### src/rtl/ram_arb_pkg.sv
// ==== ram_arb_pkg: shared types and constants for ram_arbiter (rev 1.0) ====
`default_nettype none

package ram_arb_pkg;

  typedef enum logic [1:0] {
    IDLE   = 2'd0,
    ACCESS = 2'd1,
    WAIT   = 2'd2
  } state_t;

  localparam logic REQ_A = 1'b0;
  localparam logic REQ_B = 1'b1;

  localparam int DEF_ADDR_W = 8;
  localparam int DEF_DATA_W = 16;

endpackage

`default_nettype wire

### src/rtl/rr_arb2.sv
// ==== rr_arb2: two-way round-robin arbiter, one-hot grant (rev 1.0) ====
`default_nettype none

module rr_arb2
  import ram_arb_pkg::*;
(
  input  logic       clk,
  input  logic       reset_n,
  input  logic [1:0] req,
  input  logic       enable,
  output logic [1:0] gnt
);

  logic last_winner;

  always_comb begin
    gnt = 2'b00;
    if (enable) begin
      case (req)
        2'b01:   gnt = 2'b01;
        2'b10:   gnt = 2'b10;
        // On a tie the requester that did not win last time goes first
        2'b11:   gnt = (last_winner == REQ_B) ? 2'b01 : 2'b10;
        default: gnt = 2'b00;
      endcase
    end
  end

  always_ff @(posedge clk or negedge reset_n) begin
    if (!reset_n) begin
      last_winner <= REQ_B;
    end else if (gnt[0]) begin
      last_winner <= REQ_A;
    end else if (gnt[1]) begin
      last_winner <= REQ_B;
    end
  end

endmodule

`default_nettype wire

### src/rtl/ram_arbiter.sv
// ==== ram_arbiter: serializes two requesters onto single-port ram1 (rev 1.0) ====
`default_nettype none

module ram_arbiter
  import ram_arb_pkg::*;
#(
  parameter int ADDR_W = DEF_ADDR_W,
  parameter int DATA_W = DEF_DATA_W,
  parameter int RD_LAT = 1
) (
  input  logic              clk,
  input  logic              reset_n,
  input  logic              a_req,
  input  logic              a_we,
  input  logic [ADDR_W-1:0] a_addr,
  input  logic [DATA_W-1:0] a_wdata,
  output logic              a_gnt,
  output logic              a_rvalid,
  output logic [DATA_W-1:0] a_rdata,
  input  logic              b_req,
  input  logic              b_we,
  input  logic [ADDR_W-1:0] b_addr,
  input  logic [DATA_W-1:0] b_wdata,
  output logic              b_gnt,
  output logic              b_rvalid,
  output logic [DATA_W-1:0] b_rdata,
  output logic              ram_we,
  output logic [15:0]       ram_addr,
  output logic [DATA_W-1:0] ram_din,
  input  logic [DATA_W-1:0] ram_dout,
  output logic              busy
);

  localparam int CNT_W = 2;

  state_t           state;
  state_t           state_nxt;
  logic             owner;
  logic [CNT_W-1:0] cnt;
  logic [1:0]       gnt;
  logic             arb_en;

  // Grants are suppressed while reset is held so every output reads 0 at once
  assign arb_en = (state == IDLE) && reset_n;

  rr_arb2 u_arb (
    .clk     (clk),
    .reset_n (reset_n),
    .req     ({b_req, a_req}),
    .enable  (arb_en),
    .gnt     (gnt)
  );

  assign a_gnt = gnt[0];
  assign b_gnt = gnt[1];
  assign busy  = (state != IDLE) || (|gnt);

  always_comb begin
    state_nxt = state;
    case (state)
      IDLE:    if (|gnt) state_nxt = ACCESS;
      ACCESS:  state_nxt = ram_we ? IDLE : WAIT;
      WAIT:    if (cnt == '0) state_nxt = IDLE;
      default: state_nxt = IDLE;
    endcase
  end

  always_ff @(posedge clk or negedge reset_n) begin
    if (!reset_n) begin
      state <= IDLE;
    end else begin
      state <= state_nxt;
    end
  end

  always_ff @(posedge clk or negedge reset_n) begin
    if (!reset_n) begin
      owner    <= REQ_A;
      cnt      <= '0;
      ram_we   <= 1'b0;
      ram_addr <= '0;
      ram_din  <= '0;
      a_rvalid <= 1'b0;
      b_rvalid <= 1'b0;
      a_rdata  <= '0;
      b_rdata  <= '0;
    end else begin
      a_rvalid <= 1'b0;
      b_rvalid <= 1'b0;
      ram_we   <= 1'b0;
      case (state)
        IDLE: begin
          if (|gnt) begin
            owner    <= gnt[1] ? REQ_B : REQ_A;
            ram_we   <= gnt[1] ? b_we : a_we;
            ram_addr <= 16'(gnt[1] ? b_addr : a_addr);
            ram_din  <= gnt[1] ? b_wdata : a_wdata;
          end
        end
        ACCESS: cnt <= CNT_W'(RD_LAT - 1);
        WAIT: begin
          if (cnt == '0) begin
            if (owner == REQ_B) begin
              b_rdata  <= ram_dout;
              b_rvalid <= 1'b1;
            end else begin
              a_rdata  <= ram_dout;
              a_rvalid <= 1'b1;
            end
          end else begin
            cnt <= cnt - CNT_W'(1);
          end
        end
        default: ;
      endcase
    end
  end

endmodule

`default_nettype wire

### config.mk
export PLATFORM = sky130hd
export DESIGN_NAME = ram_arbiter
export DESIGN_NICKNAME = d
export VERILOG_FILES = /design/src/rtl/ram_arb_pkg.sv /design/src/rtl/rr_arb2.sv /design/src/rtl/ram_arbiter.sv
export SDC_FILE = /design/constraint.sdc
export NUM_CORES = 1
export LEC_CHECK = 0
export CAP_MARGIN = 25
export CORE_ASPECT_RATIO = 0.6
export CORE_MARGIN = 8
export CORE_UTILIZATION = 44
export CTS_CLUSTER_SIZE = 10
export DETAILED_ROUTE_END_ITERATION = 10
export GPL_ROUTABILITY_DRIVEN = 0
export PLACE_DENSITY = 0.86
export SLEW_MARGIN = 20
export SYNTH_ARGS = -nofsm -noshare
export SYNTH_HDL_FRONTEND = slang
export SYNTH_SLANG_ARGS = --single-unit
### constraint.sdc
create_clock -name clk -period 3.6 [get_ports clk]
set_input_delay 0.72 -clock clk [delete_from_list [all_inputs] [get_ports clk]]
set_output_delay 0.72 -clock clk [all_outputs]
set_load 0.03 [all_outputs]
Word-level counts from Yosys, hierarchy flattened
Cells that the tools add are included.

Reductions and logical operators: 13. Equality and inequality tests: 8. Add/sub/neg operators: 1. Multiplexer cells: 23. Bitwise logic cells: 1.

Operators with widths (count): $mux 16 (1); $mux 1 (12); $mux 2 (6); $pmux 2 s3 (2); $mux 8 (1); $eq 2x2->1 const B (3); $reduce_and 2->1 (3); $reduce_and 3->1 (2); $reduce_bool 2->1 (3); $eq 2x1->1 const B (2); $logic_not 2->1 (2); $ne 2x2->1 const B (2); $pmux 2 s2 (1); $ne 2x1->1 const B (1); $reduce_or 2->1 (1); $sub 2x1->2 const B (1); $logic_and 1x1->1 (1); $logic_or 1x1->1 (1); $not 1->1 (1).

Input port bits: 70. Output and inout port bits: 70. Register bits after elaboration: 73.

Logic depth before layout (Yosys ltp)
Gate-level depths: netlist of the first run.

Depth in word-level cells: 6. Gate-level depth with buffers: 6. Mapped depth without buffers: 5.

Modules after synthesis
Synthesis of the first run repeated with hierarchy kept, for this count alone.

Cell total of the unflattened synthesis: 197. Area total of the unflattened synthesis: 2955.3 sq um.

By module, submodules not included: ram_arbiter (area each 2892.8 sq um, times used 1, cells an instance 189); rr_arb2 (area each 62.6 sq um, times used 1, cells an instance 8).

Worst setup path before layout of the first run
OpenSTA, ideal clock, no wires.

Kind: in2out. Start: input port reset_n. End: output port b_gnt. Stages on the path: 4. Slack: 1.059 ns. Required time: 2.880 ns. Buffers on the path: 2. Arrival time: 1.821 ns. Cell sequence: or3b_1 -> clkbuf_1 -> buf_2 -> nor2_1.

Cells in the longest elaborated chain, start to end: 2.

Ends and longest elaborated chain: from (decl) (RTL line ram_arbiter.sv:12) `input logic reset_n,`; $logic_and 1x1->1 (RTL line ram_arbiter.sv:44) `assign arb_en = (state == IDLE) && reset_n;`; $mux 2 (RTL line rr_arb2.sv:18) `if (enable) begin`; to (decl) (RTL line ram_arbiter.sv:24) `output logic b_gnt,`.

Every way passes these cells.

Worst setup path after layout of the first run
Start: input port a_req. End: output port busy.

Cells in the longest elaborated chain, start to end: 5. Elaborated cells between the ends (all ways): 7. Those cells by class: eq/ne: 3; mux: 2; reduce/logical: 2.

Ends and longest elaborated chain: from (decl) (RTL line ram_arbiter.sv:13) `input logic a_req,`; $eq 2x2->1 / $eq 2x1->1 (equally long branches) (RTL line rr_arb2.sv:19) `case (req)`; $pmux 2 s3 (*) (RTL line rr_arb2.sv:19); $mux 2 (*) (RTL line rr_arb2.sv:18); $reduce_or 2->1 (*) (RTL line ram_arbiter.sv:56) `assign busy = (state != IDLE) || (|gnt);`; $logic_or 1x1->1 (*) (RTL line ram_arbiter.sv:56); to (decl) (RTL line ram_arbiter.sv:31) `output logic busy`.

Every way passes the cells marked *; elsewhere a longest branch is shown, timed or not.

==> impl_metrics.py, run 1 <==
metrics = {
    "layout": {
        "final_cell_mix": "129 x clkdlybuf4s50_1, 64 x dfrtp_1, 32 x mux2_2",
        "nets": 459,
        "num_antenna_cells": 0,
        "syn_to_final_growth_pct": 53.8,
        "drive_above_1_share": 0.170,
        "final_common_cell": "clkdlybuf4s50_1",
    },
    "yosys": {
        "synth_compound_area_frac": 0.164,
        "muxShareOfSynthArea": 0.124,
        "ys_seq_area_frac": 0.560,
        "syn_area_um2": 2910,
        "synth.area.top_cells": "dfrtp_1 55%, mux2_2 12%, a31oi_1 5.4%",
        "synth_xor_area_frac": 0,
        "ys_seq_elements": 65,
        "synth.distinct_cells": 29,
        "avgSynthCellArea_um2": 11.2,
        "yosysTopAreaCellShare": 0.551,
        "synth_fa_ha_area_frac": 0.00430,
        "synthCells": 260,
        "yosys.area_share.simple": 0.0814,
        "synth_top_family_by_area": "compound AO/OA/AOI/OAI gates",
        "yosysWarnings": 0,
        "yosysTopAreaCell": "dfrtp_1",
    },
    "timing": {
        "setup_slack_ns": 0.382,
        "finalCritPeriodShare": 0.894,
        "whs_ns": 0.381,
        "fmax_mhz": 311,
        "rsz0062_at_grt": "false",
        "skew_ns": 0.00824,
        "worst_pin_slew_ns": 0.632,
        "post-route-min-period_ns": 3.22,
        "finalHoldViolCount": 0,
        "setup-tns-final_ns": 0,
        "relSlewSlack": 0.577,
        "setup_viol": 0,
        "maxSlewViolCount": 0,
    },
    "drt": {
        "antenna_left": 0,
        "avgRoutedWirePerCell_um": 18.7,
        "firstDrtPassIters": 4,
        "post-route-drc-count": 0,
        "route.vias.total": 2520,
        "wl_um": 8990,
        "viasPerCell": 5.25,
        "first_iter_violations": 118,
    },
    "pwr": {
        "pwr-share-comb": 0.478,
        "seq_power_share": 0.339,
        "p_int_mw": 2.07,
        "p_per_area_nw_per_um2": 765,
        "ir_worst_vdd_mv": 0.472,
        "power_switching_mw": 1.35,
        "p_clk_frac": 0.182,
        "switching_share": 0.396,
        "power.leakage_nw": 1.80,
    },
    "setup_path": {
        "arrival_ns": 2.50,
        "regToRegStartpoint": "cnt[0]$_DFFE_PN0P_",
        "crit_start": "a_req",
        "start_kind": "primary input",
        "required_ns": 2.88,
        "crit_fanout": 26,
        "critPathKind": "primary input to output pin",
        "endpoint_kind": "output pin",
    },
    "clocking": {
        "htreeDepth": 3,
        "cts.path.max_buffers": 2,
        "cts_hold_buffers": 0,
        "cts_tree": "yes",
        "postCtsSetupRepairBufs": 0,
        "clock_latency_ns": 0.33,
        "cts_resized": 0,
        "cts.sink_count": 65,
        "root_buffer": "clkbuf_8",
        "cts.reportedPaths.clkPinSlew_ns": 0.07,
        "numCtsBuffers": 9,
    },
    "global_routing": {
        "antenna_found_initial": 0,
        "grt_pass1_wl_um": 14100,
        "grt-ovfl-total": 0,
        "grt_max_degree": 52,
        "grt_usage": 0.187,
        "grt_pass1_vias": 2616,
    },
    "floorplanning": {
        "dieArea_um2": 9550,
        "core_area_um2": 6530,
        "placementRows": 23,
        "io_pins": 140,
        "die_w_um": 121,
        "initial_core_util": 0.445,
        "die_height_um": 79.0,
    },
    "outcome": {
        "status": "complete, no violations",
    },
    "job": {
        "cap_violations": 0,
    },
    "worst_hold_path": {
        "hp-class": "primary input to async pin",
    },
    "placed_design": {
        "hpwl_um": 6690,
        "port-buffer-count": 131,
        "pre_cts_ws_ns": 0.400,
    },
}
-- registers in the layout, summed over array words and instances, names as in the netlist --
name,cells
a_rdata,16
b_rdata,16
ram_din,16
ram_addr,8
cnt,2
state,2
a_rvalid,1
b_rvalid,1
owner,1
ram_we,1
u_arb.last_winner,1
-- cell usage after synthesis (all sizes together) --
library cell	instances
o31ai	1
nand4b	1
nor4b	1
clkbuf	12
nor3b	3
ha	1
a21boi	1
a21oi	28
nand3	26
mux2	32
conb	1
or3b	1
a21o	1
a21bo	1
a31oi	25
nor2	2
buf	17
or3	1
inv	7
o21ai	28
nand2	3
dfstp	1
dfrtp	64
or2	1
o21a	1
-- power by group through the flow --
stage	clock (mW)	sequential, mW	combinational, mW
floorplan	0	1.67	0.377
global placement	0	1.15	1.63
detailed placement	0	1.17	1.65
CTS	0.639	1.16	1.65
global route	0.673	1.20	1.72
finish	0.623	1.16	1.64
-- stage by stage --
step | std cells | utilization | instance area [um^2] | power, mW
after floorplan | 267 | - | 2930 | 2.05
after global placement | 464 | 0.653 | 4270 | 2.78
after detailed placement | 464 | 0.653 | 4270 | 2.82
after CTS | 480 | 0.684 | 4470 | 3.45
after global routing | 480 | 0.684 | 4470 | 3.59
final | 480 | 0.684 | 4470 | 3.42
-- worst max-delay path: stages --
cell	delay, ns
clkdlybuf4s50_1	0.50
or2_2	0.35
nand2_1	0.13
inv_2	0.20
or3_1	0.43
buf_12	0.16
-- layer usage --
layer,part of all wire,GRT usage,routed length [um]
met5,0,0,0
met4,0.0070,0.0496,63
met3,0.058,0.0573,521
met2,0.51,0.324,4600
met1,0.42,0.221,3800
-- path summary, 6_finish.rpt --
| check | end | slack [ns] | cells after the start |
|---|---|---|---|
| max | busy | 0.38 | 6 |
| min | owner$_DFFE_PN0P_ | 0.38 | 2 |
| max reg2reg | b_rdata[7]$_DFFE_PN0P_ | 1.67 | 4 |
| min in group clk | b_rdata[3]$_DFFE_PN0P_ | 0.51 | 1 |
| min reg2reg | b_rdata[3]$_DFFE_PN0P_ | 0.51 | 1 |
| max in group asynchronous | a_rdata[9]$_DFFE_PN0P_ | 2.65 | 2 |
-- cells by family (layout without fill, tap and decap cells) --
family | after synthesis | count (layout)
AO/OA/AOI/OAI | 86 | 86
flip-flops | 65 | 65
AND/OR/NAND/NOR | 39 | 39
buffers and inverters | 36 | 162
multiplexers | 32 | 32
adder cells (fa/ha/maj) | 1 | 1
other | 1 | 8
-- final cells by class --
cell class	instances	area [um^2]
fillers	502	2060
flip-flops and latches	65	1630
repair buffers	139	1380
multi-input cells	166	1130
clock buffers	10	138
well taps	87	109
clock inverters	6	67.6
inverters	7	26.3
Note: power is estimated with default switching activity, not from simulation.
==> run 2: changes to the inputs <==
==> constraint.sdc (replaced) <==
create_clock -name clk -period 3.9 [get_ports clk]
set_input_delay 0.78 -clock clk [delete_from_list [all_inputs] [get_ports clk]]
set_output_delay 0.78 -clock clk [all_outputs]
set_load 0.03 [all_outputs]
==> run 2 against run 1 <==
Compared with the run above:
- design area is 0.50% lower
- largest power group unchanged
- setup slack better by 0.15 ns
- hold slack better by 0.057 ns
- final cell count is 0.21% lower
- clock skew is 0.00070 ns higher
- die area stayed put
- sequential share of layout area is 0.18 points higher
==> impl_metrics.py, run 2 (same netlist as run 1, synthesis figures left out) <==
metrics = {
    "drt": {
        "first_iter_violations": 154,
        "route.vias.total": 2517,
        "wl_um": 8650,
        "dr_wl_met3_um": 402,
        "wl_met2_um": 4480,
        "avgRoutedWirePerCell_um": 18.1,
        "viasPerCell": 5.25,
        "firstDrtPassIters": 4,
        "antenna_left": 0,
        "highest_layer": "met4",
        "post-route-drc-count": 0,
        "m1WireLength_um": 3630,
    },
    "timing": {
        "relSlewSlack": 0.534,
        "rsz0062_at_grt": "false",
        "worst_pin_slew_ns": 0.697,
        "finalCritPeriodShare": 0.862,
        "setup_slack_ns": 0.537,
        "maxSlewViolCount": 0,
        "post-route-min-period_ns": 3.36,
        "setup-tns-final_ns": 0,
        "fmax_mhz": 297,
        "setup_viol": 0,
        "skew_ns": 0.00894,
        "finalHoldViolCount": 0,
    },
    "setup_path": {
        "crit_path_max_incr_delay_ns": 0.69,
        "required_ns": 3.12,
        "arrival_ns": 2.58,
        "critPathKind": "primary input to output pin",
        "regToRegStartpoint": "state[1]$_DFFE_PN0P_",
        "endpoint_kind": "output pin",
        "cpMostUsedCell": "clkdlybuf4s50_1",
        "start_kind": "primary input",
        "reg2reg_setup_slack_ns": 1.86,
        "rr_worst_depth": 4,
        "r2r_end": "a_rdata[9]$_DFFE_PN0P_",
        "crit_fanout": 26,
        "slowest_stage": "clkdlybuf4s50_1",
        "crit_chain": "clkdlybuf4s50_1 -> a21bo_2 -> nor2_1 -> clkdlybuf4s50_1",
    },
    "clocking": {
        "cts.path.max_buffers": 2,
        "postCtsSetupRepairBufs": 0,
        "cts.reportedPaths.clkPinSlew_ns": 0.07,
        "clock_latency_ns": 0.32,
        "cts.sink_count": 65,
        "cts_tree": "yes",
        "htreeDepth": 3,
        "root_buffer": "clkbuf_8",
        "cts_resized": 0,
        "numCtsBuffers": 9,
        "cts_hold_buffers": 0,
    },
    "layout": {
        "final.fill_count": 504,
        "syn_to_final_growth_pct": 53.0,
        "nets": 458,
        "top_regs": "a_rdata (16), b_rdata (16), ram_din (16)",
        "num_antenna_cells": 0,
        "drive_above_1_share": 0.166,
        "final-instance-count-excl-fill": 479,
        "final_common_cell": "clkdlybuf4s50_1",
        "final_cell_mix": "129 x clkdlybuf4s50_1, 64 x dfrtp_1, 32 x mux2_2",
    },
    "floorplanning": {
        "die_w_um": 121,
        "core_area_um2": 6530,
        "io_pins": 140,
        "die_height_um": 79.0,
        "initial_core_util": 0.445,
        "dieArea_um2": 9550,
        "placementRows": 23,
    },
    "global_routing": {
        "antenna_found_initial": 0,
        "grt_max_degree": 52,
        "grt_pass1_wl_um": 13800,
        "grt_usage": 0.182,
        "grt-ovfl-total": 0,
        "grt_pass1_vias": 2578,
    },
    "pwr": {
        "power_switching_mw": 1.23,
        "p_int_mw": 1.86,
        "p_per_area_nw_per_um2": 695,
        "pwr-share-comb": 0.486,
        "ir_worst_vdd_mv": 0.469,
        "total_power_mw": 3.09,
        "power.leakage_nw": 1.78,
        "seq_power_share": 0.348,
        "p_clk_frac": 0.167,
        "switching_share": 0.399,
    },
    "placed_design": {
        "pre_cts_ws_ns": 0.544,
        "dp.cells": 463,
        "hpwl_um": 6520,
        "port-buffer-count": 131,
    },
    "outcome": {
        "status": "complete, no violations",
    },
    "worst_hold_path": {
        "hp-class": "primary input to async pin",
    },
    "job": {
        "cap_violations": 0,
    },
}
run 2: changes by cell type in the layout (fill, tap and decap cells not counted), sizes merged:
| cell | previous run | this run |
|---|---|---|
| buf | 10 | 9 |
| bufinv | 1 | 0 |
| clkbuf | 10 | 12 |
| clkinv | 3 | 1 |
| clkinvlp | 2 | 3 |
run 2: area by class of cell:
class | instances | area [um^2] | share of cell area
multi-input cells | 166 | 1130 | 0.255
flip-flops and latches | 65 | 1630 | 0.366
inverters | 7 | 26.3 | 0.00591
well taps | 87 | 109 | 0.0245
repair buffers | 138 | 1370 | 0.308
clock inverters | 4 | 27.5 | 0.00619
clock buffers | 12 | 155 | 0.0349
run 2: power groups by stage:
stage	logic (mW)	registers [mW]	clock network, mW
finish	1.50	1.07	0.515
global route	1.57	1.11	0.559
CTS	1.51	1.08	0.526
detailed placement	1.51	1.08	0
global placement	1.49	1.07	0
floorplan	0.348	1.54	0
run 2: how the worst max path moves through the flow:
stage / endpoint / cells after the start / startpoint
final: b_gnt / 4 / b_req
after detailed placement: b_gnt / 4 / b_req
after floorplan: b_gnt / 4 / reset_n
after global routing: b_gnt / 4 / b_req
after global placement: b_gnt / 4 / b_req
after CTS: b_gnt / 4 / b_req
run 2: per-layer routing:
layer	vias to the layer above	global-route usage
met3	8	0.0538
li1	1191	-
met4	0	0.0558
met5	-	0
met2	67	0.305
met1	1251	0.223
run 2: critical path, delay by kind of cell:
kind	cells	cell delay [ns]
AO/OA/AOI/OAI	1	0.40
AND/OR/NAND/NOR	1	0.18
buffers and inverters	2	1.22
run 2: per-stage QoR:
step,util,instance area [um^2],hold WS (ns)
2_1_floorplan,-,2930,0.469
3_3_place_gp,0.651,4250,0.489
3_5_place_dp,0.652,4260,0.494
4_1_cts,0.680,4440,0.429
5_1_grt,0.681,4450,0.439
6_report,0.681,4450,0.438
==> run 3: changes to the inputs <==
--- a/config.mk
+++ b/config.mk
@@ -8,11 +8,11 @@
 export CAP_MARGIN = 25
 export CORE_ASPECT_RATIO = 0.6
 export CORE_MARGIN = 8
-export CORE_UTILIZATION = 44
+export CORE_UTILIZATION = 41
 export CTS_CLUSTER_SIZE = 10
 export DETAILED_ROUTE_END_ITERATION = 10
 export GPL_ROUTABILITY_DRIVEN = 0
-export PLACE_DENSITY = 0.86
+export PLACE_DENSITY = 0.81
 export SLEW_MARGIN = 20
 export SYNTH_ARGS = -nofsm -noshare
 export SYNTH_HDL_FRONTEND = slang
==> constraint.sdc (replaced) <==
create_clock -name clk -period 3.12 [get_ports clk]
set_input_delay 0.624 -clock clk [delete_from_list [all_inputs] [get_ports clk]]
set_output_delay 0.624 -clock clk [all_outputs]
set_load 0.03 [all_outputs]
==> run 3 against run 2 <==
Compared with the run above:
- sequential power is 26% higher
- first-iteration DRC count up 25%
- design area rose by 2.6%
- sequential share of layout area is 0.91 points lower
==> impl_metrics.py, run 3 (same netlist as run 1, synthesis figures left out) <==
metrics = {
    "outcome": {
        "status": "complete, no violations",
    },
    "drt": {
        "first_iter_violations": 193,
        "viasPerCell": 5.31,
        "m1WireLength_um": 3830,
        "route.vias.total": 2542,
        "firstDrtPassIters": 5,
        "avgRoutedWirePerCell_um": 19.0,
        "wl_um": 9090,
        "dr_wl_met3_um": 469,
        "antenna_left": 0,
        "wl_met2_um": 4640,
        "highest_layer": "met4",
        "post-route-drc-count": 0,
    },
    "global_routing": {
        "antenna_found_initial": 0,
        "grt_max_degree": 66,
        "grt_usage": 0.176,
        "grt_pass1_vias": 2629,
        "grt-ovfl-total": 0,
        "grt_pass1_wl_um": 14200,
    },
    "timing": {
        "skew_ns": 0.00708,
        "whs_ns": 0.501,
        "maxSlewViolCount": 0,
        "worst_pin_slew_ns": 0.824,
        "fmax_mhz": 359,
        "finalHoldViolCount": 0,
        "rsz0062_at_grt": "false",
        "setup_viol": 0,
        "finalCritPeriodShare": 0.894,
        "post-route-min-period_ns": 2.79,
        "setup_slack_ns": 0.331,
        "relSlewSlack": 0.450,
        "setup-tns-final_ns": 0,
    },
    "placed_design": {
        "dp.cells": 463,
        "port-buffer-count": 131,
        "pre_cts_ws_ns": 0.341,
        "hpwl_um": 6730,
    },
    "clocking": {
        "cts.path.max_buffers": 2,
        "cts.reportedPaths.clkPinSlew_ns": 0.05,
        "htreeDepth": 3,
        "cts.sink_count": 65,
        "clock_latency_ns": 0.32,
        "root_buffer": "clkbuf_16",
        "cts_resized": 0,
        "cts_tree": "yes",
        "postCtsSetupRepairBufs": 0,
        "numCtsBuffers": 9,
        "cts_hold_buffers": 0,
    },
    "layout": {
        "num_antenna_cells": 0,
        "regArea_um2": 1630,
        "final-instance-count-excl-fill": 479,
        "nets": 458,
        "final.fill_count": 514,
        "multiInputGateArea_um2": 1130,
        "top_regs": "a_rdata (16), b_rdata (16), ram_din (16)",
        "syn_to_final_growth_pct": 57.0,
        "final_common_cell": "clkdlybuf4s50_1",
        "drive_above_1_share": 0.168,
        "final_cell_mix": "127 x clkdlybuf4s50_1, 64 x dfrtp_1, 32 x mux2_2",
    },
    "pwr": {
        "power.leakage_nw": 1.85,
        "p_per_area_nw_per_um2": 929,
        "ir_worst_vdd_mv": 0.652,
    },
    "floorplanning": {
        "core_area_um2": 6760,
        "placementRows": 23,
        "initial_core_util": 0.430,
        "die_w_um": 125,
        "io_pins": 140,
        "die_height_um": 81.2,
        "dieArea_um2": 10100,
    },
    "setup_path": {
        "start_kind": "primary input",
        "crit_fanout": 5,
        "crit_path_max_incr_delay_ns": 0.48,
        "path_buf_inv": 3,
        "endpoint_kind": "output pin",
        "slowest_stage": "clkdlybuf4s50_1",
        "critPathKind": "primary input to output pin",
        "crit_family": "simple AND/OR/NAND/NOR gates",
        "arrival_ns": 2.17,
        "required_ns": 2.50,
        "crit_chain": "clkdlybuf4s50_1 -> or2_2 -> nand2_1 -> inv_2 -> or3_1 -> buf_12",
    },
    "worst_hold_path": {
        "hp-class": "flop to flop",
    },
    "job": {
        "cap_violations": 0,
    },
}
[run 3: cell types whose count changed in the layout (fill, tap and decap cells not counted), sizes merged]
cell | before | now
clkinvlp | 3 | 0
buf | 9 | 11
clkbuf | 12 | 14
clkdlybuf4s50 | 129 | 127
bufinv | 0 | 1
[run 3: area by class of cell]
type	instances	area share
multi-input combinational	166	0.247
inverter	7	0.00576
clock inverter	2	0.00768
timing repair buffer	138	0.299
clock buffer	14	0.0601
sequential	65	0.357
tap	87	0.0239
[run 3: final timing paths]
kind,start,to,slack (ns),cells past startpoint
worst max-delay path,a_req,busy,0.33,6
worst min-delay path,b_rdata[2]$_DFFE_PN0P_,b_rdata[2]$_DFFE_PN0P_,0.50,1
worst max register to register,cnt[0]$_DFFE_PN0P_,b_rdata[0]$_DFFE_PN0P_,1.19,4
worst min register to register,b_rdata[2]$_DFFE_PN0P_,b_rdata[2]$_DFFE_PN0P_,0.50,1
max in group asynchronous,reset_n,a_rdata[0]$_DFFE_PN0P_,2.04,2
min in group asynchronous,reset_n,ram_addr[7]$_DFFE_PN0P_,0.55,2
[run 3: through the flow]
stage	cell area (um^2)	utilization	power [mW]
floorplan	2930	-	2.37
global placement	4250	0.629	3.21
detailed placement	4250	0.629	3.25
CTS	4560	0.675	4.29
global route	4560	0.675	4.43
finish	4560	0.675	4.24
[run 3: where the power goes]
group          switching (mW)  total, mW  internal (mW)
registers               0.185       1.35           1.16
clock network           0.327       1.01          0.682
logic                    1.05       1.88          0.832
total                    1.56       4.24           2.67
[run 3: metal layers]
layer,track usage,vias to the layer above
met2,0.303,82
met5,0,-
met4,0.0705,0
met1,0.209,1261
li1,-,1186
met3,0.0474,13
